$ cat config.mk
export PLATFORM = sky130hd
export DESIGN_NAME = simd_alu_result_queue
export DESIGN_NICKNAME = d
export VERILOG_FILES = /design/src/rtl/simd_alu_pkg.sv /design/src/rtl/simd_alu_lat_pipe.sv /design/src/rtl/simd_alu_result_queue.sv
export SDC_FILE = /design/constraint.sdc
export NUM_CORES = 2
export LEC_CHECK = 0
export BUFFER_PORTS_ARGS = -buffer_cell sky130_fd_sc_hd__buf_2
export CORE_MARGIN = 2
export CORE_UTILIZATION = 44
export DETAILED_ROUTE_END_ITERATION = 12
export PLACE_DENSITY = 0.64
export SLEW_MARGIN = 30
export SYNTH_ARGS = -nofsm -noshare
export SYNTH_HDL_FRONTEND = slang
export SYNTH_SLANG_ARGS = --single-unit
$ cat constraint.sdc
create_clock -name clk -period 4.28 [get_ports clk]
set_clock_uncertainty 0.05 [all_clocks]
set_input_delay 0.642 -clock clk [delete_from_list [all_inputs] [get_ports clk]]
set_output_delay 0.642 -clock clk [all_outputs]
set_load 0.005 [all_outputs]
$ cat src/rtl/simd_alu_pkg.sv
// Shared SIMD ALU definitions: widths, opcodes and the result-entry payload.
package simd_alu_pkg;

  localparam int unsigned SIMD_DATA_WIDTH = 256;
  localparam int unsigned SIMD_OPC_WIDTH  = 4;
  localparam int unsigned SIMD_TAG_WIDTH  = 4;

  localparam logic [SIMD_OPC_WIDTH-1:0] SIMD_OPC_ADD = 4'h0;
  localparam logic [SIMD_OPC_WIDTH-1:0] SIMD_OPC_SUB = 4'h1;
  localparam logic [SIMD_OPC_WIDTH-1:0] SIMD_OPC_MUL = 4'h2;
  localparam logic [SIMD_OPC_WIDTH-1:0] SIMD_OPC_AND = 4'h3;
  localparam logic [SIMD_OPC_WIDTH-1:0] SIMD_OPC_OR  = 4'h4;
  localparam logic [SIMD_OPC_WIDTH-1:0] SIMD_OPC_XOR = 4'h5;
  localparam logic [SIMD_OPC_WIDTH-1:0] SIMD_OPC_SHL = 4'h6;
  localparam logic [SIMD_OPC_WIDTH-1:0] SIMD_OPC_SHR = 4'h7;

  typedef struct packed {
    logic [SIMD_DATA_WIDTH-1:0] data;
    logic [SIMD_TAG_WIDTH-1:0]  tag;
    logic                       ovf;
    logic                       unf;
  } simd_result_t;

endpackage

$ cat src/rtl/simd_alu_lat_pipe.sv
// {valid, tag} delay line matching the ALU latency; reports how many stages hold an op.
module simd_alu_lat_pipe
  import simd_alu_pkg::*;
#(
  parameter int unsigned LATENCY   = 1,
  parameter int unsigned TAG_WIDTH = 4,
  parameter int unsigned CNT_WIDTH = 1
) (
  input  logic                 clk,
  input  logic                 rst_n,
  input  logic                 in_valid,
  input  logic [TAG_WIDTH-1:0] in_tag,
  output logic                 out_valid,
  output logic [TAG_WIDTH-1:0] out_tag,
  output logic [CNT_WIDTH-1:0] inflight_c
);

  logic [LATENCY-1:0]                valid_q, valid_d;
  logic [LATENCY-1:0][TAG_WIDTH-1:0] tag_q, tag_d;

  always_comb begin
    valid_d    = valid_q;
    tag_d      = tag_q;
    inflight_c = '0;
    valid_d[0] = in_valid;
    tag_d[0]   = in_tag;
    for (int i = 1; i < int'(LATENCY); i++) begin
      valid_d[i] = valid_q[i-1];
      tag_d[i]   = tag_q[i-1];
    end
    for (int i = 0; i < int'(LATENCY); i++) begin
      inflight_c = inflight_c + CNT_WIDTH'(valid_q[i]);
    end
  end

  always_ff @(posedge clk) begin
    if (!rst_n) begin
      valid_q <= '0;
      tag_q   <= '0;
    end else begin
      valid_q <= valid_d;
      tag_q   <= tag_d;
    end
  end

  assign out_valid = valid_q[LATENCY-1];
  assign out_tag   = tag_q[LATENCY-1];

endmodule

$ cat src/rtl/simd_alu_result_queue.sv
// SIMD ALU result stage: latency-matched capture into a credit-protected FIFO.
// Optional sticky overflow/underflow flags built when SIMD_ALU_RESULT_STICKY_EN is defined.
module simd_alu_result_queue
  import simd_alu_pkg::*;
#(
  parameter int unsigned DATA_WIDTH  = SIMD_DATA_WIDTH,
  parameter int unsigned DEPTH       = 4,
  parameter int unsigned ALU_LATENCY = 1,
  parameter int unsigned TAG_WIDTH   = SIMD_TAG_WIDTH
) (
  input  logic                     clk,
  input  logic                     rst_n,
  input  logic                     issue_valid,
  input  logic [TAG_WIDTH-1:0]     issue_tag,
  output logic                     issue_ready,
  input  logic [DATA_WIDTH-1:0]    alu_out,
  input  logic                     alu_overflow,
  input  logic                     alu_underflow,
  output logic                     res_valid,
  input  logic                     res_ready,
  output logic [DATA_WIDTH-1:0]    res_data,
  output logic [TAG_WIDTH-1:0]     res_tag,
  output logic                     res_overflow,
  output logic                     res_underflow,
  output logic [$clog2(DEPTH):0]   count,
  input  logic                     flags_clr,
  output logic                     sticky_ovf,
  output logic                     sticky_unf
);

  localparam int unsigned PTR_W = $clog2(DEPTH);
  localparam int unsigned CNT_W = PTR_W + 1;
  localparam int unsigned INF_W = $clog2(ALU_LATENCY + 1);

  typedef struct packed {
    logic [DATA_WIDTH-1:0] data;
    logic [TAG_WIDTH-1:0]  tag;
    logic                  ovf;
    logic                  unf;
  } entry_t;

  logic                 cap_valid;
  logic [TAG_WIDTH-1:0] cap_tag;
  logic [INF_W-1:0]     inflight_c;
  logic                 issue_fire_c;

  entry_t [DEPTH-1:0] mem_q, mem_d;
  logic [PTR_W-1:0]   wr_ptr_q, wr_ptr_d, rd_ptr_q, rd_ptr_d;
  logic [CNT_W-1:0]   count_q, count_d;
  logic               full_c, push_c, pop_c;

  // Credit check uses registered state only, so issue_ready never depends on res_ready.
  assign issue_ready  = (32'(count_q) + 32'(inflight_c)) < 32'(DEPTH);
  assign issue_fire_c = issue_valid && issue_ready;

  simd_alu_lat_pipe #(
    .LATENCY   (ALU_LATENCY),
    .TAG_WIDTH (TAG_WIDTH),
    .CNT_WIDTH (INF_W)
  ) u_lat_pipe (
    .clk        (clk),
    .rst_n      (rst_n),
    .in_valid   (issue_fire_c),
    .in_tag     (issue_tag),
    .out_valid  (cap_valid),
    .out_tag    (cap_tag),
    .inflight_c (inflight_c)
  );

  assign full_c = (count_q == CNT_W'(DEPTH));
  assign push_c = cap_valid && !full_c;
  assign pop_c  = (count_q != '0) && res_ready;

  always_comb begin
    mem_d    = mem_q;
    wr_ptr_d = wr_ptr_q;
    rd_ptr_d = rd_ptr_q;
    count_d  = count_q;
    if (push_c) begin
      mem_d[wr_ptr_q] = '{data: alu_out, tag: cap_tag, ovf: alu_overflow, unf: alu_underflow};
      wr_ptr_d        = wr_ptr_q + PTR_W'(1);
    end
    if (pop_c) begin
      rd_ptr_d = rd_ptr_q + PTR_W'(1);
    end
    case ({push_c, pop_c})
      2'b10:   count_d = count_q + CNT_W'(1);
      2'b01:   count_d = count_q - CNT_W'(1);
      default: count_d = count_q;
    endcase
  end

  always_ff @(posedge clk) begin
    if (!rst_n) begin
      mem_q    <= '0;
      wr_ptr_q <= '0;
      rd_ptr_q <= '0;
      count_q  <= '0;
    end else begin
      mem_q    <= mem_d;
      wr_ptr_q <= wr_ptr_d;
      rd_ptr_q <= rd_ptr_d;
      count_q  <= count_d;
    end
  end

  assign res_valid     = (count_q != '0);
  assign res_data      = mem_q[rd_ptr_q].data;
  assign res_tag       = mem_q[rd_ptr_q].tag;
  assign res_overflow  = mem_q[rd_ptr_q].ovf;
  assign res_underflow = mem_q[rd_ptr_q].unf;
  assign count         = count_q;

`ifdef SIMD_ALU_RESULT_STICKY_EN
  logic sticky_ovf_q, sticky_ovf_d, sticky_unf_q, sticky_unf_d;

  // Clear wins over a capture in the same cycle.
  always_comb begin
    sticky_ovf_d = sticky_ovf_q | (push_c & alu_overflow);
    sticky_unf_d = sticky_unf_q | (push_c & alu_underflow);
    if (flags_clr) begin
      sticky_ovf_d = 1'b0;
      sticky_unf_d = 1'b0;
    end
  end

  always_ff @(posedge clk) begin
    if (!rst_n) begin
      sticky_ovf_q <= 1'b0;
      sticky_unf_q <= 1'b0;
    end else begin
      sticky_ovf_q <= sticky_ovf_d;
      sticky_unf_q <= sticky_unf_d;
    end
  end

  assign sticky_ovf = sticky_ovf_q;
  assign sticky_unf = sticky_unf_q;
`else
  logic unused_flags_clr;
  assign unused_flags_clr = flags_clr;
  assign sticky_ovf       = 1'b0;
  assign sticky_unf       = 1'b0;
`endif

  // A capture into a full FIFO means the issuer ignored issue_ready.
  assert property (@(posedge clk) disable iff (!rst_n) !(cap_valid && full_c));

endmodule

# Yosys cells after proc, flatten, opt, wreduce, memory -nomap -nowiden
# Index checks and enable logic that the tools add are counted.
dict set report totals {
  mem_count 0
  regBits 1060
  ram_bits 0
  latchBits 0
  in_bits 267
  mem_bits_ro 0
}
dict set report op_classes {
  shift 0
  magnitude_cmp 4
  reduce_logical 7
  div 0
  mux 6
  n_eq_ne 3
  mul 0
  n_addsub 5
  n_bitwise 0
}
# operator count
set ops {}
lappend ops {{$bwmux W1048} 1}
lappend ops {{$bmux W262 S2} 1}
lappend ops {{$demux W262 S2} 1}
lappend ops {{$mux W262} 2}
lappend ops {{$lt A2 B3 Y1 const B} 2}
lappend ops {{$pmux W3 S2} 1}
lappend ops {{$add A2 B1 Y2 const B} 2}
lappend ops {{$add A3 B1 Y4} 1}
lappend ops {{$logic_and A1 B1 Y1} 4}
lappend ops {{$lt A4 B3 Y1 const B} 1}
lappend ops {{$add A3 B1 Y3 const B} 1}
lappend ops {{$eq A3 B3 Y1 const B} 1}
lappend ops {{$reduce_bool A3 Y1} 1}
lappend ops {{$sub A3 B1 Y3 const B} 1}
lappend ops {{$eq A2 B1 Y1 const B} 1}
lappend ops {{$eq A2 B2 Y1 const B} 1}
lappend ops {{$ge A2 B1 Y1 const B} 1}
lappend ops {{$reduce_bool A2 Y1} 1}
lappend ops {{$logic_not A1 Y1} 1}

# Longest topological paths before layout
dict set report logic_depth {
  ltp_word 5
  depth_mapped 10
  ltp_nobuf 9
}

# Modules after synthesis
# A second synthesis with hierarchy kept.
dict set report unflattened {
  hier_cells 4054
  hier_area_um2 44556.5
}
# module seq_area_each_um2 n_inst area_each_um2 cells_each
set modules_own_cells {}
lappend modules_own_cells {simd_alu_result_queue 21120.3 1 44417.6 4043}
lappend modules_own_cells {simd_alu_lat_pipe 100.1 1 138.9 11}

# Worst setup path before layout
# OpenSTA, ideal clock, no wires.
dict set report synth_path {
  kind {flip-flop to flip-flop}
  from {reg count_q[2] (netlist: count[2])}
  to {reg count_q[2] (netlist: count[2])}
  path_buffers 1
  t_arrival_ns 2.142
  setup_ns 0.070
  setup_slack_ns 2.018
  path_stages_with_launch 11
  cell_sequence {dfxtp_1 -> nor3b_1 -> buf_2 -> nor2b_1 -> inv_1 -> ha_1 -> inv_1 -> fa_1 -> xor2_1 -> or3_1 -> a21boi_1}
}
dict set report synth_via {
  elab_chain_cells 5
  elab_cells_between_ends 11
  classes_between {add/sub: 2; eq/ne: 3; mux: 1; reduce/logical: 5}
}
# element line_no
set synth_rtl {}
lappend synth_rtl {{start, declared} simd_alu_result_queue.sv:49} ;# logic [CNT_W-1:0] count_q, count_d;
lappend synth_rtl {{start signal, assigned} simd_alu_result_queue.sv:103} ;# count_q <= count_d;
lappend synth_rtl {{$eq A3 B3 Y1} simd_alu_result_queue.sv:70} ;# assign full_c = (count_q == CNT_W'(DEPTH));
lappend synth_rtl {{$logic_not A1 Y1} simd_alu_result_queue.sv:71} ;# assign push_c = cap_valid && !full_c;
lappend synth_rtl {{$logic_and A1 B1 Y1} simd_alu_result_queue.sv:71}
lappend synth_rtl {{$eq A2 B1 Y1 or $eq A2 B2 Y1 (tied branches)} simd_alu_result_queue.sv:86} ;# case ({push_c, pop_c})
lappend synth_rtl {{$pmux W3 S2 or $reduce_bool A2 Y1 (tied branches)} -}
# Several ways; a longest one is shown, not always the timed one.
# A chain may end at the register's enable or synchronous reset.

# Final worst setup path
dict set report layout_path {
  from {reg rd_ptr_q[1]}
  to {out res_data[59]}
}
dict set report layout_via {
  elab_chain_cells 2
}
# element line_no
set layout_rtl {}
lappend layout_rtl {{start, declared} simd_alu_result_queue.sv:48} ;# logic [PTR_W-1:0] wr_ptr_q, wr_ptr_d, rd_ptr_q, rd_ptr_d;
lappend layout_rtl {{start signal, assigned} simd_alu_result_queue.sv:102} ;# rd_ptr_q <= rd_ptr_d;
lappend layout_rtl {{$bmux W262 S2} simd_alu_result_queue.sv:108} ;# assign res_data = mem_q[rd_ptr_q].data;
lappend layout_rtl {{$mux W262} -}
lappend layout_rtl {{end, declared} simd_alu_result_queue.sv:21} ;# output logic [DATA_WIDTH-1:0] res_data,
# No other way between the ends. The select of a mux whose other input is x is not followed.

==> results.yml <==
clock_network:
  cts_tree: "built"
  postCtsResizedCells: 0
  hold_buffers: 0
  postCtsSetupBuffers: 0
  cts_buffers: 111
  clock-root-buffer: "clkbuf_16"
  clkLatencyLatePin_ns: 0.68
  clkTransAtPathRegs_ns: 0.06
  htreeDepth: 3
  cts_sinks: 1060
  cts_buffer_depth: 3
place:
  dp_hpwl_um: 69300
  place.gp.congestion: 0.760
  portBuffers: 532
hold_path:
  holdCritPathClass: "in -> reg"
  whs_endpoint: "u_lat_pipe.out_tag[0]"
  min_path_cells: 2
  hp-start: "issue_tag[0]"
synth:
  syn_avg_cell_area_um2: 11.0
  ys_warn_count: 0
  synthesis.instances: 4052
  synth_seq_cells: 1060
  synth.distinct_cells: 25
  seq_area_frac_synth_pct: 47.7
  netlist_area_mm2: 0.0445
global_routing:
  grtUsageTotal_pct: 20.7
  antenna_found_initial: 33
  grt_pass1_wl_um: 172000
  grt_overflow: 0
  grt_max_degree: 133
  grt_pass1_vias: 31100
die:
  core_mm2: 0.100
  die_h_um: 322
  dieArea_mm2: 0.104
  die_w_um: 322
  initial_core_util_pct: 44.4
  rows: 116
  io_pins: 536
sta:
  rsz0062_at_grt: "no"
  hold_viol_final: 0
  tightest_slew_ns: 0.978
  relSlewSlack_pct: 34.8
  finalMaxSlewViolations: 0
  post-route-min-period_ns: 3.38
  tns_ns: 0
  setup_viol: 0
  fin_crit_sh_pct: 79.0
  clock.fmax_mhz: 296
worst_setup_path:
  cp-startpoint: "rd_ptr_q[1]"
  r2r_setup_slack_ns: 1.45
  path_class: "reg -> out"
  worstPathArrival_ns: 2.69
  cpLargestDelayFamily: "flip-flops"
  r2r-end: "count[2]"
  r2r_cells: 10
  required_ns: 3.59
  timing.rr.start: "count[2]"
  cp-start-kind: "flip-flop"
  max_stage_delay_ns: 0.87
  crit_chain: "buf_12, mux4_2, buf_2"
  worst_setup_path_end_kind: "output port"
  cp_slowest_cell: "dfxtp_4"
  cp_max_fo: 67
  crit_buf_inv: 2
job:
  maxCapViolations: 0
final_layout:
  area_growth_pct: 16.5
  nets: 4725
  drive_above_1_share_pct: 23.2
  utilization_pct: 51.7
status:
  outcome: "finished, final reports clean"
power:
  power.density_mw_per_mm2: 472
  power_switching_uw: 6530
  p_seq_share_pct: 43.4
  power.combinational.fraction_pct: 17.4
  clkPwrFrac_pct: 39.2
  p_int_uw: 17900
  vdd_ir_drop_max_mv: 0.390
  p_leak_uw: 0.0188
  switching_share_pct: 26.7
route:
  detail-route-antenna-nets: 0
  first_iter_violations: 1511
  dr.pass1.iters: 5
  routedWlPerCell_um: 18.8
  finalWirelength_um: 110000
  vias: 30600
  drc: 0
  avgViaCountPerCell: 5.23
==> stage by stage <==
stage / std cells / instance area (µm²) / hold slack [ns] / power (µW) / setup WS [ns]
finish: 5849 / 51800 / 0.131 / 24400 / 0.900
global route: 5847 / 51800 / 0.110 / 25500 / 0.751
CTS: 5837 / 51800 / 0.0667 / 24800 / 0.778
detailed placement: 5637 / 48200 / 0.393 / 15200 / 1.49
global placement: 5637 / 48200 / 0.388 / 15100 / 1.52
floorplan: 4053 / 44500 / 0.382 / 13700 / 2.02
==> layer usage <==
metal / vias to the layer above / routed length (µm) / track usage, %
li1: 14800 / - / -
met1: 15000 / 47600 / 26.0
met2: 572 / 52800 / 35.1
met3: 194 / 6130 / 4.93
met4: 38 / 2950 / 6.66
met5: - / 248 / 0
==> cell usage after synthesis <==
library cell | n | area share (%)
clkbuf_1 | 151 | 1.3
ha_1 | 5 | 0.14
buf_4 | 77 | 1.3
nor2_4 | 4 | 0.10
nor3b_1 | 1 | 0.017
buf_2 | 86 | 0.97
o311ai_1 | 1 | 0.020
nor2b_1 | 2 | 0.028
or3_1 | 2 | 0.028
dfxtp_1 | 1060 | 48
and3_1 | 1 | 0.014
fa_1 | 1 | 0.045
nand2_1 | 1319 | 11
o31a_1 | 1 | 0.020
a31oi_1 | 1 | 0.014
inv_1 | 6 | 0.051
o21ai_0 | 2 | 0.022
mux2i_1 | 1050 | 24
a21boi_1 | 1 | 0.017
buf_1 | 7 | 0.059
xor2_1 | 1 | 0.020
mux4_2 | 262 | 13
and2_1 | 7 | 0.098
conb_1 | 1 | 0.0084
xnor2_1 | 3 | 0.059
==> logic make-up after synthesis <==
| logic type | count (synthesis) | share of synthesized area, % |
|---|---|---|
| AOI/OAI and AO/OA | 6 | 0.0928 |
| adders and majority gates | 6 | 0.186 |
| muxes | 1312 | 36.9 |
| other | 1 | 0.00843 |
| and+or+nand+nor | 1336 | 11.4 |
| buffers and inverters | 327 | 3.65 |
| xor gates and xnor gates | 4 | 0.0787 |
| DFF | 1060 | 47.7 |
==> power groups by stage <==
stage | sequential (µW) | combinational, µW | clock [µW]
after global routing | 10700 | 4580 | 10200
after detailed placement | 10800 | 4330 | 0
after CTS | 10600 | 4340 | 9820
after global placement | 10800 | 4300 | 0
final | 10600 | 4250 | 9580
after floorplan | 10700 | 3040 | 0
==> cell type report <==
type	instances	area [µm²]
antenna	12	30.0
clock buffer	168	3340
clock inverter	32	294
fill	8913	48300
inverter	6	22.5
multi-input combinational	2666	21700
sequential	1060	21200
tap	1298	1620
timing repair buffer	607	3620
==> registers in the layout, indices dropped and copies added, names as in the netlist <==
| register | count |
|---|---|
| u_lat_pipe.out_tag | 4 |
| u_lat_pipe.out_valid | 1 |
| count | 3 |
| mem_q | 1048 |
| rd_ptr_q | 2 |
| wr_ptr_q | 2 |
==> cell usage in the layout (no fill, tap or decap), types with 5 or more instances in the layout <==
cell type,netlist,layout
dfxtp_1,1060,1058
clkinv_2,0,17
buf_2,86,531
mux2i_1,1050,1050
clkinvlp_4,0,6
clkbuf_16,0,113
diode_2,0,12
ha_1,5,5
mux4_2,262,262
nand2_1,1319,1319
buf_12,0,31
clkbuf_1,151,24
clkbuf_8,0,31
and2_1,7,7
buf_4,77,44
inv_1,6,6
==> how the worst max path moves through the flow <==
| stage | endpoint | cells past startpoint |
|---|---|---|
| 5_1_grt | res_data[166] | 3 |
| 3_3_place_gp | count[2] | 10 |
| 2_1_floorplan | count[2] | 10 |
| 4_1_cts | res_data[166] | 3 |
| 6_report | res_data[59] | 3 |
| 3_5_place_dp | count[2] | 10 |
No activity file was read; power rests on OpenSTA's default activity.
